$ cat config.mk
export PLATFORM = sky130hd
export DESIGN_NAME = uart_tx_fifo
export DESIGN_NICKNAME = d
export VERILOG_FILES = /design/src/rtl/uart_tx_fifo.sv
export SDC_FILE = /design/constraint.sdc
export NUM_CORES = 1
export LEC_CHECK = 0
export CAP_MARGIN = 20
export CELL_PAD_IN_SITES_DETAIL_PLACEMENT = 0
export CELL_PAD_IN_SITES_GLOBAL_PLACEMENT = 1
export CORE_ASPECT_RATIO = 1.2
export CORE_MARGIN = 5
export CORE_UTILIZATION = 57
export CTS_CLUSTER_SIZE = 16
export DETAILED_ROUTE_END_ITERATION = 8
export PLACE_DENSITY = 0.9
export SLEW_MARGIN = 20
export SYNTH_ARGS = -nofsm -noshare
export SYNTH_HDL_FRONTEND = slang
export SYNTH_SLANG_ARGS = --single-unit
export TNS_END_PERCENT = 10
$ cat constraint.sdc
create_clock -name CLK -period 8 [get_ports CLK]
set_clock_uncertainty 0.15 [all_clocks]
set_input_delay 1.2 -clock CLK [delete_from_list [all_inputs] [get_ports CLK]]
set_output_delay 1.2 -clock CLK [all_outputs]
set_load 0.02 [all_outputs]
$ cat src/rtl/uart_tx_fifo.sv
// Buffered 8N1 UART transmitter: byte FIFO in front of a baud-rate serialiser.
// Define UART_TX_PARITY_EN to insert an even-parity bit (8E1 frames).
module uart_tx_fifo #(
    parameter int CLK_HZ    = 12_000_000,
    parameter int BAUD      = 115_200,
    parameter int FIFO_LOG2 = 4
) (
    input  logic                 CLK,
    input  logic                 resetn,
    input  logic                 wr_en,
    input  logic [7:0]           wr_data,
    output logic                 full,
    output logic                 empty,
    output logic [FIFO_LOG2:0]   level,
    output logic                 busy,
    output logic                 ovf,
    input  logic                 ovf_clr,
    output logic                 tx
);
    localparam int DIV   = CLK_HZ / BAUD;
    localparam int DEPTH = 1 << FIFO_LOG2;
    localparam int BW    = $clog2(DIV);
    localparam int LW    = FIFO_LOG2 + 1;

    typedef enum logic [2:0] {
        S_IDLE,
        S_START,
        S_DATA,
`ifdef UART_TX_PARITY_EN
        S_PARITY,
`endif
        S_STOP
    } state_t;

    state_t                r_state, w_state_nxt;
    logic [7:0]            r_mem [DEPTH];
    logic [LW-1:0]         r_wr_ptr, r_rd_ptr;
    logic [LW-1:0]         r_level, w_level_nxt;
    logic                  r_full, r_empty, r_ovf;
    logic [BW-1:0]         r_baud;
    logic [7:0]            r_shift;
    logic [2:0]            r_bit;
    logic                  w_pop, w_push, w_bit_end, w_tx;
    logic [7:0]            w_head;
`ifdef UART_TX_PARITY_EN
    logic                  r_par;
`endif

    assign w_head      = r_mem[r_rd_ptr[FIFO_LOG2-1:0]];
    assign w_bit_end   = (r_baud == '0);
    // A full FIFO still accepts a write on the cycle the serialiser pops.
    assign w_push      = wr_en && (!r_full || w_pop);
    assign w_level_nxt = r_level + {{FIFO_LOG2{1'b0}}, w_push} - {{FIFO_LOG2{1'b0}}, w_pop};

    always_ff @(posedge CLK) begin
        if (w_push)
            r_mem[r_wr_ptr[FIFO_LOG2-1:0]] <= wr_data;
    end

    always_ff @(posedge CLK or negedge resetn) begin
        if (!resetn) begin
            r_wr_ptr <= '0;
            r_rd_ptr <= '0;
            r_level  <= '0;
            r_full   <= 1'b0;
            r_empty  <= 1'b1;
            r_ovf    <= 1'b0;
        end else begin
            if (w_push)
                r_wr_ptr <= r_wr_ptr + LW'(1);
            if (w_pop)
                r_rd_ptr <= r_rd_ptr + LW'(1);
            r_level <= w_level_nxt;
            r_full  <= (w_level_nxt == LW'(DEPTH));
            r_empty <= (w_level_nxt == '0);
            if (wr_en && r_full && !w_pop)
                r_ovf <= 1'b1;
            else if (ovf_clr)
                r_ovf <= 1'b0;
        end
    end

    always_ff @(posedge CLK or negedge resetn) begin
        if (!resetn)
            r_state <= S_IDLE;
        else
            r_state <= w_state_nxt;
    end

    always_comb begin
        w_state_nxt = r_state;
        w_pop       = 1'b0;
        w_tx        = 1'b1;
        case (r_state)
            S_IDLE: begin
                if (!r_empty) begin
                    w_pop       = 1'b1;
                    w_state_nxt = S_START;
                end
            end
            S_START: begin
                w_tx = 1'b0;
                if (w_bit_end)
                    w_state_nxt = S_DATA;
            end
            S_DATA: begin
                w_tx = r_shift[0];
                if (w_bit_end && r_bit == 3'd7)
`ifdef UART_TX_PARITY_EN
                    w_state_nxt = S_PARITY;
`else
                    w_state_nxt = S_STOP;
`endif
            end
`ifdef UART_TX_PARITY_EN
            S_PARITY: begin
                w_tx = r_par;
                if (w_bit_end)
                    w_state_nxt = S_STOP;
            end
`endif
            S_STOP: begin
                // Chain straight into the next frame when data is waiting.
                if (w_bit_end) begin
                    if (!r_empty) begin
                        w_pop       = 1'b1;
                        w_state_nxt = S_START;
                    end else begin
                        w_state_nxt = S_IDLE;
                    end
                end
            end
            default: w_state_nxt = S_IDLE;
        endcase
    end

    always_ff @(posedge CLK or negedge resetn) begin
        if (!resetn) begin
            r_baud  <= '0;
            r_shift <= '0;
            r_bit   <= '0;
`ifdef UART_TX_PARITY_EN
            r_par   <= 1'b0;
`endif
        end else begin
            if (w_pop) begin
                r_shift <= w_head;
                r_bit   <= '0;
`ifdef UART_TX_PARITY_EN
                r_par   <= ^w_head;
`endif
            end else if (r_state == S_DATA && w_bit_end) begin
                r_shift <= {1'b0, r_shift[7:1]};
                r_bit   <= r_bit + 3'd1;
            end
            if (w_state_nxt == S_IDLE)
                r_baud <= '0;
            else if (w_state_nxt != r_state || w_bit_end)
                r_baud <= BW'(DIV - 1);
            else
                r_baud <= r_baud - BW'(1);
        end
    end

    assign full  = r_full;
    assign empty = r_empty;
    assign level = r_level;
    assign busy  = (r_state != S_IDLE);
    assign ovf   = r_ovf;
    assign tx    = w_tx;
endmodule

======== Word-level counts from Yosys, hierarchy flattened ========
Memory sizes are Yosys's and may differ from the RTL's.
Index checks and enable logic that the tools add are counted.
storage, ports and cells
  flip-flop bits (word level) ............. 39
  memory bits (writable) .................. 128
  output and inout bits ................... 10
  logic and storage cells ................. 59
  memories kept ........................... 1
cells by class
  $add $sub $neg .......................... 6
  equal/unequal tests ..................... 6
  muxes and demuxes ....................... 20
  reduce and logical (&&, ||, !) cells .... 16
memories
  name   depth  width  rd ports  clocked after Yosys merged registers in  wr ports  RTL line  RTL
  r_mem  16     8      1         0                                        1         36        logic [7:0] r_mem [DEPTH];
operator list
  cell                   count
  $mux W3                6
  $mux W8                2
  $mux W7                2
  $pmux W3 S4            1
  $add A5 B1 Y5 const B  2
  $logic_not A7 Y1       1
  $mux W1                7
  $sub A7 B1 Y7 const B  1
  $eq A3 B2 Y1 const B   2
  $logic_not A3 Y1       2
  $add A5 B1 Y5          1
  $eq A5 B5 Y1 const B   1
  $logic_and A1 B1 Y1    5
  $logic_not A5 Y1       1
  $sub A5 B1 Y5          1
  $pmux W1 S2            2
  $reduce_bool A2 Y1     2
  $add A3 B1 Y3 const B  1
  $eq A3 B1 Y1 const B   1
  $eq A3 B3 Y1 const B   1
  $ne A3 B3 Y1           1
  $reduce_bool A3 Y1     1
  $logic_not A1 Y1       2
  $logic_or A1 B1 Y1     2

======== Longest topological paths before layout ========
Gate-level depths: netlist (run 1).
  depth after elaboration ................. 8
  depth in mapped cells ................... 14

======== Worst setup path before layout (run 1) ========
No wires, ideal clock.
  path kind ............................... register to register
  start ................................... register r_baud[0]
  end ..................................... register r_full (netlist: full)
  library setup time ...................... 0.073 ns
  data arrival time ....................... 3.035 ns
  required time ........................... 7.777 ns
  setup slack ............................. 4.742 ns
  cell stages (with the launch flop) ...... 14
  path buffers ............................ 0
  clock period less this slack ............ 3.258 ns
  cells stage by stage .................... dfrtp_1 inv_1 ha_1 nor3b_2 a31oi_2 o31ai_4 nand2_2 ha_1 inv_1 ha_1 fa_1 xor2_1 or4_1 nor2b_1
between the ends
  word-level cells in the longest chain between the ends .. 8
RTL lines
  what                      RTL line  RTL
  start: declaration        40        logic [BW-1:0] r_baud;
  start signal: assignment  159       r_baud <= BW'(DIV - 1);
  start signal: assignment  161       r_baud <= r_baud - BW'(1);
  $logic_not A7 Y1 (*)      50        assign w_bit_end = (r_baud == '0);
  $mux W1 (*)               124       if (w_bit_end) begin
  $pmux W1 S2 (*)           94        case (r_state)
  $logic_or A1 B1 Y1        52        assign w_push = wr_en && (!r_full || w_pop);
  $logic_and A1 B1 Y1       52
  $add A5 B1 Y5             53        assign w_level_nxt = r_level + {{FIFO_LOG2{1'b0}}, w_push} - {{FIFO_LOG2{1'b0}}, w_pop};
  $sub A5 B1 Y5 (*)         53
  net w_level_nxt[2]        38        logic [LW-1:0] r_level, w_level_nxt;
  $eq A5 B5 Y1 (*)          74        r_full <= (w_level_nxt == LW'(DEPTH));
  end signal: assignment    74
  end: declaration          39        logic r_full, r_empty, r_ovf;
Mark *: on every way through the listed nets, which the timed path passes. The rest lies on a longest branch.
A chain may end at the register's enable or synchronous reset.

======== Final worst setup path (run 1) ========
Ends and elaborated chain as after synthesis.

==> results.cfg, run 1 <==
[final_layout]
area_growth_pct = 12.9
drive_above_1_share = 0.177
nNetsFinal = 432
final_util = 0.662
diodes = 0

[detailed_routing]
first_iter_violations = 355
first_pass_iters = 5
via_per_inst = 6.09
routed_wl_um = 12500
num_vias = 3505
antenna_left = 0
drc = 0
wl_per_cell_um = 21.7

[yosys]
synth-edff-count = 128
synth_flop_cell = edfxtp_1
ys_async_sr_fraction = 0.224
yosys_register_bits = 165
syn_area_per_cell_um2 = 17.8
synthAdderAreaFrac = 0.0268
yosys_warnings = 0
post_synth_xor_area_fraction = 0.0206
synth.distinct_cells = 51
netlist_instances = 382
synthSimpleGateAreaFrac = 0.0507
synth-seq-area-share = 0.700
netlist_area_mm2 = 0.00682
syn-num-nets = 408
synth_top_family_by_area = multiplexers
synth-compound-area-share = 0.0569
muxShareOfSynthArea = 0.116

[clock_network]
clkLatencyLatePin_ns = 0.42
tritoncts = yes
path_clk_slew_ns = 0.06
post_cts_buffers = 0
numCtsBuffers = 17
htreeDepth = 4
cts_resized = 0
clockBufferDepth = 2
cts_root_buffer = clkbuf_16
cts_hold_buffers = 0
cts_sinks = 165

[flow_run]
max_cap_violations = 0

[die]
die_area_mm2 = 0.0143
rows = 43
coreArea_mm2 = 0.0116
fp.dieH_um = 130
initial_utilization = 0.586
boundaryPins = 22
die_w_um = 110

[power]
power_frac_comb = 0.279
clkPwrFrac = 0.282
power_density_mw_per_mm2 = 364
cellLeakagePower_nw = 2.68
vdd_drop_max_mv = 0.210
p_sw_frac = 0.314
power_mw = 2.80
p_switching_uw = 877
p_int_mw = 1.92
pwr-share-seq = 0.439

[outcome]
status = complete, no violations

[timing]
setup_tns_ns = 0
setup_violations = 0
relSlewSlack = 0.407
fin_ws_ns = 4.36
worstMarginPinSlew_ns = 0.886
achievable-frequency_mhz = 275
maxSlewViolCount = 0
fin_crit_ns = 3.64
rsz0062_at_grt = no
hold_viol = 0
period_share = 0.454

[global_route]
grt_use_met2 = 0.315
grt_pass1_vias = 3548
antenna_found_initial = 0
grt.total_usage = 0.195
grt_max_degree = 38
met3_usage = 0.0520
grt_pass1_wl_um = 19900
met1_usage = 0.263
top_usage_layer = met2
grt_overflow = 0

[critical_path]
worst_r2r_endpoint = full
critPathArrivalTime_ns = 3.82
required_ns = 8.19
worst_setup_path_end_kind = flip-flop
r2r_slack_ns = 4.36
r2r-start = r_baud[0]
cp-start-kind = flip-flop
path_max_fanout = 6
crit_type = reg -> reg
ff2ff_path_depth = 13

[placed_design]
place.port_buffers = 21
pre_cts_ws_ns = 4.07
dp_hpwl_um = 8000
place.gp.congestion = 0.819

[hold_path]
min_to = r_baud[0]
whs_path_depth = 1
hold_path_class = reg -> reg
min_from = r_baud[0]
## per-stage QoR
step                      instances  hold WS [ns]  instance area, um^2
after floorplan                 382         0.310                 6820
after global placement          544         0.322                 7090
after detailed placement        544         0.335                 7090
after CTS                       576         0.344                 7670
after global routing            576         0.375                 7690
final                           576         0.345                 7690
## cell usage in the layout, fill, tap and decap left out, types with 12 or more instances in the layout
| cell type | count |
|---|---|
| a21oi_1 | 16 |
| ha_1 | 13 |
| clkbuf_16 | 17 |
| a22oi_1 | 17 |
| dfrtp_1 | 35 |
| clkdlybuf4s50_1 | 20 |
| mux4_2 | 24 |
| edfxtp_1 | 128 |
| xnor2_1 | 13 |
| inv_1 | 12 |
| nor2_1 | 26 |
## power by group through the flow
stage	logic (mW)	clock network, mW	registers (mW)
2_1_floorplan	0.642	0	1.17
3_3_place_gp	0.754	0	1.23
3_5_place_dp	0.776	0	1.24
5_1_grt	0.849	0.844	1.25
6_report	0.779	0.790	1.23
4_1_cts	0.779	0.803	1.23
## worst max-delay path, stage by stage (launching register included)
cell,delay [ns]
dfrtp_1,0.40
inv_1,0.07
ha_1,0.17
nor3b_2,0.35
a31oi_2,0.20
o31ai_4,0.37
nand2_2,0.14
ha_1,0.29
inv_1,0.04
ha_1,0.20
fa_1,0.41
xor2_1,0.19
or4_1,0.44
nor2b_1,0.16
## cells in the mapped netlist, drive strengths merged, types with 2 or more instances
library cell | count | area, um^2
a221o | 7 | 70.1
nand2b | 3 | 26.3
inv | 13 | 48.8
clkbuf | 3 | 11.3
nand3 | 6 | 30.0
nand4 | 2 | 12.5
nor2 | 26 | 97.6
nor2b | 2 | 12.5
xor2 | 3 | 26.3
mux4 | 32 | 751
a31oi | 2 | 18.8
edfxtp | 128 | 3840
mux2i | 3 | 30.0
ha | 13 | 163
nor3 | 6 | 30.0
buf | 12 | 103
nand2 | 10 | 40.0
and2 | 2 | 12.5
a21o | 2 | 15.0
or4 | 2 | 15.0
o31ai | 2 | 28.8
or2 | 2 | 12.5
xnor2 | 13 | 114
clkdlybuf4s25 | 3 | 30.0
a22oi | 17 | 128
a21oi | 16 | 80.1
dfrtp | 36 | 901
o21ai | 3 | 15.0
## registers in the layout (all words and copies together), names as in the netlist
signal	flops
full	1
empty	1
ovf	1
r_state	3
r_rd_ptr	4
r_baud	7
r_bit	3
r_mem	128
r_shift	8
r_wr_ptr	4
level	5
## logic make-up after synthesis
group | after synthesis
AOI/OAI and AO/OA | 53
and+or+nand+nor | 66
DFF | 165
muxes | 36
buffers and inverters | 31
other | 1
xor gates and xnor gates | 16
adders and majority gates | 14
## metal layers
layer	up-vias	part of all wire
met1	1805	0.40
li1	1547	-
met3	19	0.058
met5	-	0
met4	0	0.015
met2	134	0.53
## worst max-delay path by stage
stage | slack, ns | cells past startpoint | endpoint | from
CTS | 4.32 | 13 | full | r_baud[0]
finish | 4.36 | 13 | full | r_baud[0]
floorplan | 4.74 | 13 | full | r_baud[0]
detailed placement | 4.07 | 9 | full | wr_en
global route | 4.12 | 13 | full | r_baud[0]
global placement | 4.21 | 9 | full | wr_en
## area by class of cell
class,instances,area (um^2)
clock buffers,18,429
clock inverters,14,150
flip-flops and latches,165,4770
multi-input cells,186,1870
fillers,798,3930
well taps,157,196
inverters,13,48.8
repair buffers,23,220
No activity file was read; power rests on OpenSTA's default activity.
==> inputs of run 2 (changes only) <==
--- a/config.mk
+++ b/config.mk
@@ -10,10 +10,10 @@
 export CELL_PAD_IN_SITES_GLOBAL_PLACEMENT = 1
 export CORE_ASPECT_RATIO = 1.2
 export CORE_MARGIN = 5
-export CORE_UTILIZATION = 57
+export CORE_UTILIZATION = 53
 export CTS_CLUSTER_SIZE = 16
 export DETAILED_ROUTE_END_ITERATION = 8
-export PLACE_DENSITY = 0.9
+export PLACE_DENSITY = 0.85
 export SLEW_MARGIN = 20
 export SYNTH_ARGS = -nofsm -noshare
 export SYNTH_HDL_FRONTEND = slang
==> constraint.sdc (replaced) <==
create_clock -name CLK -period 3.4 [get_ports CLK]
set_clock_uncertainty 0.15 [all_clocks]
set_input_delay 0.51 -clock CLK [delete_from_list [all_inputs] [get_ports CLK]]
set_output_delay 0.51 -clock CLK [all_outputs]
set_load 0.02 [all_outputs]
==> run 2 against run 1 <==
  * Die area is 6.9% higher
  * Final cell count is 5.4% higher
  * Register-to-register slack worse by 4.2 ns
  * Critical path type unchanged
  * Largest power group unchanged
==> results.cfg, run 2 (same netlist as run 1, synthesis figures left out) <==
[final_layout]
largest_reg_flops = 128
drive_above_1_share = 0.223
area_growth_pct = 16.4
final_common_cell = edfxtp_1
diodes = 0
final_cells = 607
final_util = 0.629
layout_common_cells = edfxtp_1, dfrtp_1, buf_4
nFillCells = 901
nNetsFinal = 458

[critical_path]
critPathArrivalTime_ns = 3.46
required_ns = 3.60
worst_r2r_endpoint = full
startpoint = r_baud[0]
crit_type = reg -> reg
cp-start-kind = flip-flop
worst_setup_path_end_kind = flip-flop
cp-endpoint = full
r2r-start = r_baud[0]
path_max_fanout = 4
ff2ff_path_depth = 12
r2r_slack_ns = 0.14

[clock_network]
cts_sinks = 165
clockBufferDepth = 2
cts_hold_buffers = 0
cts_root_buffer = clkbuf_16
clkLatencyLatePin_ns = 0.43
path_clk_slew_ns = 0.06
numCtsBuffers = 17
htreeDepth = 4
tritoncts = yes

[flow_run]
max_cap_violations = 0

[global_route]
antenna_found_initial = 0
grt_max_degree = 38
grt_overflow = 0
grt_pass1_wl_um = 20700
grt.total_usage = 0.184
grt_pass1_vias = 3686

[die]
initial_utilization = 0.540
die_area_mm2 = 0.0152
coreArea_mm2 = 0.0126
boundaryPins = 22
fp.dieH_um = 134
rows = 45
die_w_um = 114

[timing]
relSlewSlack = 0.447
maxSlewViolCount = 0
setup_violations = 0
worstMarginPinSlew_ns = 0.830
fin_crit_ns = 3.26
achievable-frequency_mhz = 307
period_share = 0.958
hold_ws_ns = 0.0422
hold_viol = 0

[detailed_routing]
drc = 0
first_pass_iters = 4
wl_per_cell_um = 21.3
num_vias = 3557
first_iter_violations = 348
via_per_inst = 5.86
routed_wl_um = 12900
antenna_left = 0

[placed_design]
place_inst = 572
place.gp.congestion = 0.761
place.port_buffers = 21
dp_hpwl_um = 8200

[power]
cellLeakagePower_nw = 2.81
vdd_drop_max_mv = 0.433
power_mw = 6.80
power_density_mw_per_mm2 = 858

[hold_path]
hold_path_class = in -> async

[outcome]
status = complete, no violations
[run 2: where the power goes]
group / internal, mW / switching, mW
Combinational: 1.01 / 1.06
Clock: 1.15 / 0.757
Sequential: 2.53 / 0.293
[run 2: through the flow]
| stage | TNS (ns) | worst slack, ns | instance area [um^2] |
|---|---|---|---|
| 2_1_floorplan | 0 | 0.142 | 6820 |
| 3_3_place_gp | 0 | 0.193 | 7270 |
| 3_5_place_dp | 0 | 0.0993 | 7270 |
| 4_1_cts | 0 | 0.0505 | 7850 |
| 5_1_grt | -0.0228 | -0.0228 | 7930 |
| 6_report | 0 | 0.143 | 7930 |
[run 2: critical path, stage by stage (launching register included)]
cell and delay [ns]:
dfrtp_1 0.41, inv_1 0.08, ha_2 0.18, nor3b_4 0.25, a31oi_4 0.14, o31ai_4 0.30, nand2_2 0.09, ha_1 0.29
inv_2 0.07, ha_4 0.13, fa_2 0.43, or4_4 0.55, nor2b_1 0.11
[run 2: routing by layer]
layer  up-vias  wire (um)  GRT usage
li1       1601          -          -
met1      1837       5500      0.245
met2        95       6490      0.286
met3        24        543     0.0415
met4         0        409     0.0935
met5         -          0          0
[run 2: repair_timing]
action | 4_1_cts | 5_1_grt
setup buffers | 0 | 4
setup endpoints to repair | 0 | 2
gates resized for setup | 0 | 10
endpoints found under the hold margin | 0 | 0
[run 2: final cells by class]
| class | instances | area (um^2) | share of cell area |
|---|---|---|---|
| inverters | 13 | 48.8 | 0.00615 |
| clock buffers | 18 | 429 | 0.0541 |
| repair buffers | 49 | 425 | 0.0536 |
| clock inverters | 12 | 155 | 0.0196 |
| flip-flops and latches | 165 | 4770 | 0.602 |
| well taps | 164 | 205 | 0.0259 |
| multi-input cells | 186 | 1890 | 0.239 |
[run 2: worst min-delay path by stage]
stage,depth (start not counted),slack (ns),from,endpoint
floorplan,0,0.06,resetn,full
global placement,1,0.33,r_baud[0],r_baud[0]
detailed placement,1,0.35,r_baud[0],r_baud[0]
CTS,1,0.05,resetn,full
global route,1,0.11,resetn,level[3]
finish,1,0.04,resetn,full
==> inputs of run 3 (changes only) <==
--- a/config.mk
+++ b/config.mk
@@ -5,6 +5,7 @@
 export SDC_FILE = /design/constraint.sdc
 export NUM_CORES = 1
 export LEC_CHECK = 0
+export ABC_AREA = 0
 export CAP_MARGIN = 20
 export CELL_PAD_IN_SITES_DETAIL_PLACEMENT = 0
 export CELL_PAD_IN_SITES_GLOBAL_PLACEMENT = 1
@@ -14,6 +15,7 @@
 export CTS_CLUSTER_SIZE = 16
 export DETAILED_ROUTE_END_ITERATION = 8
 export PLACE_DENSITY = 0.85
+export SETUP_SLACK_MARGIN = 0.1
 export SLEW_MARGIN = 20
 export SYNTH_ARGS = -nofsm -noshare
 export SYNTH_HDL_FRONTEND = slang
==> run 3 against run 2 <==
  * Clock-buffer cell count unchanged
  * Combinational power is 3% higher
  * Critical path depth grew 1
  * Routed wire length up 0.55%
  * Core utilization increased by 0.25 points
  * Critical path type unchanged
==> results.cfg, run 3 (same netlist as run 1, synthesis figures left out) <==
[final_layout]
largest_reg_flops = 128
diodes = 0
drive_above_1_share = 0.234
layout_common_cells = edfxtp_1, dfrtp_1, buf_4
area_growth_pct = 16.8
nNetsFinal = 459
final_common_cell = edfxtp_1
final_util = 0.631

[critical_path]
cpPeakStageDelay_ns = 0.43
worst_r2r_endpoint = full
required_ns = 3.60
path_cells = inv_1 -> ha_2 -> nor3b_4 -> a31oi_4 -> o31ai_4 -> nand2_2 -> ha_4 -> inv_2 -> ha_4 -> fa_2 -> xor2_1 -> or4_4 -> nor2b_1
ff2ff_path_depth = 13
path_max_fanout = 3
r2r-start = r_baud[1]
worst_setup_path_end_kind = flip-flop
crit_type = reg -> reg
critPathArrivalTime_ns = 3.38
crit_top_cell = ha_4
r2r_slack_ns = 0.22
cp-start-kind = flip-flop
cp_slowest_cell = or4_4

[detailed_routing]
wl_met1_um = 5590
via_per_inst = 5.88
drc = 0
wl_met3_um = 548
first_pass_iters = 5
antenna_left = 0
first_iter_violations = 383
num_vias = 3577
dr_wl_met2_um = 6490
top_layer_used = met4
wl_per_cell_um = 21.4
routed_wl_um = 13000

[timing]
setup_tns_ns = 0
hold_ws_ns = 0.0371
worstMarginPinSlew_ns = 0.821
setup_violations = 0
achievable-frequency_mhz = 314
fin_crit_ns = 3.18
period_share = 0.936
rsz0062_at_grt = yes
maxSlewViolCount = 0
relSlewSlack = 0.453
fin_ws_ns = 0.217
hold_viol = 0

[clock_network]
cts_root_buffer = clkbuf_16
htreeDepth = 4
path_clk_slew_ns = 0.06
cts_sinks = 165
tritoncts = yes
clockBufferDepth = 2
numCtsBuffers = 17
clkLatencyLatePin_ns = 0.43

[power]
cellLeakagePower_nw = 2.82
power_mw = 6.86
power_density_mw_per_mm2 = 861
vdd_drop_max_mv = 0.433

[hold_path]
hold_path_class = in -> async

[placed_design]
place.gp.congestion = 0.761
dp_hpwl_um = 8200
place.port_buffers = 21
pre_cts_ws_ns = 0.0993

[die]
boundaryPins = 22
rows = 45
fp.dieH_um = 134
die_w_um = 114
initial_utilization = 0.540
coreArea_mm2 = 0.0126
die_area_mm2 = 0.0152

[outcome]
status = complete, no violations

[global_route]
grt_pass1_wl_um = 20700
grt_overflow = 0
grt_max_degree = 38
grt_pass1_vias = 3673
antenna_found_initial = 0
grt.total_usage = 0.184

[flow_run]
max_cap_violations = 0
[run 3: through the flow]
step | cell area, um^2 | std cells
floorplan | 6820 | 382
global placement | 7270 | 572
detailed placement | 7270 | 572
CTS | 7870 | 603
global route | 7960 | 608
finish | 7960 | 608
[run 3: worst max-delay path by stage]
stage,from,endpoint,slack (ns),cells after the start
floorplan,r_baud[0],full,0.14,13
global placement,r_baud[0],full,0.19,14
detailed placement,r_baud[0],empty,0.1,13
CTS,r_baud[1],empty,0.11,13
global route,r_baud[1],full,0.04,13
finish,r_baud[1],full,0.22,13
[run 3: final cells by class]
class / instances / area [um^2]
Clock inverter: 12 / 155
Tap cell: 164 / 205
Fill cell: 899 / 4650
Sequential cell: 165 / 4770
Clock buffer: 18 / 429
Timing Repair Buffer: 50 / 433
Inverter: 13 / 48.8
Multi-Input combinational cell: 186 / 1920
[run 3: repair_timing]
item / 4_1_cts / 5_1_grt
hold buffers: 0 / 0
buffers inserted: 1 / 4
pin swaps: 1 / 4
endpoints found under the setup margin: 2 / 3
gates resized for setup: 1 / 13
[run 3: critical path, delay by kind of cell (launching register included)]
family                     cells  cell delay, ns
xor gates and xnor gates       1            0.18
adders and majority gates      4            0.94
buffers and inverters          2            0.10
DFF                            1            0.39
AOI/OAI and AO/OA              2            0.43
and+or+nand+nor                4            0.90
[run 3: where the power goes]
group          total, mW  switching, mW  internal [mW]
clock               1.91          0.759           1.15
sequential          2.82          0.293           2.53
combinational       2.13           1.08           1.04
total               6.86           2.14           4.72
[run 3: metal layers]
metal,vias up,global-route usage
met4,0,0.0935
met3,22,0.0415
li1,1596,-
met2,104,0.286
met1,1855,0.245
met5,-,0
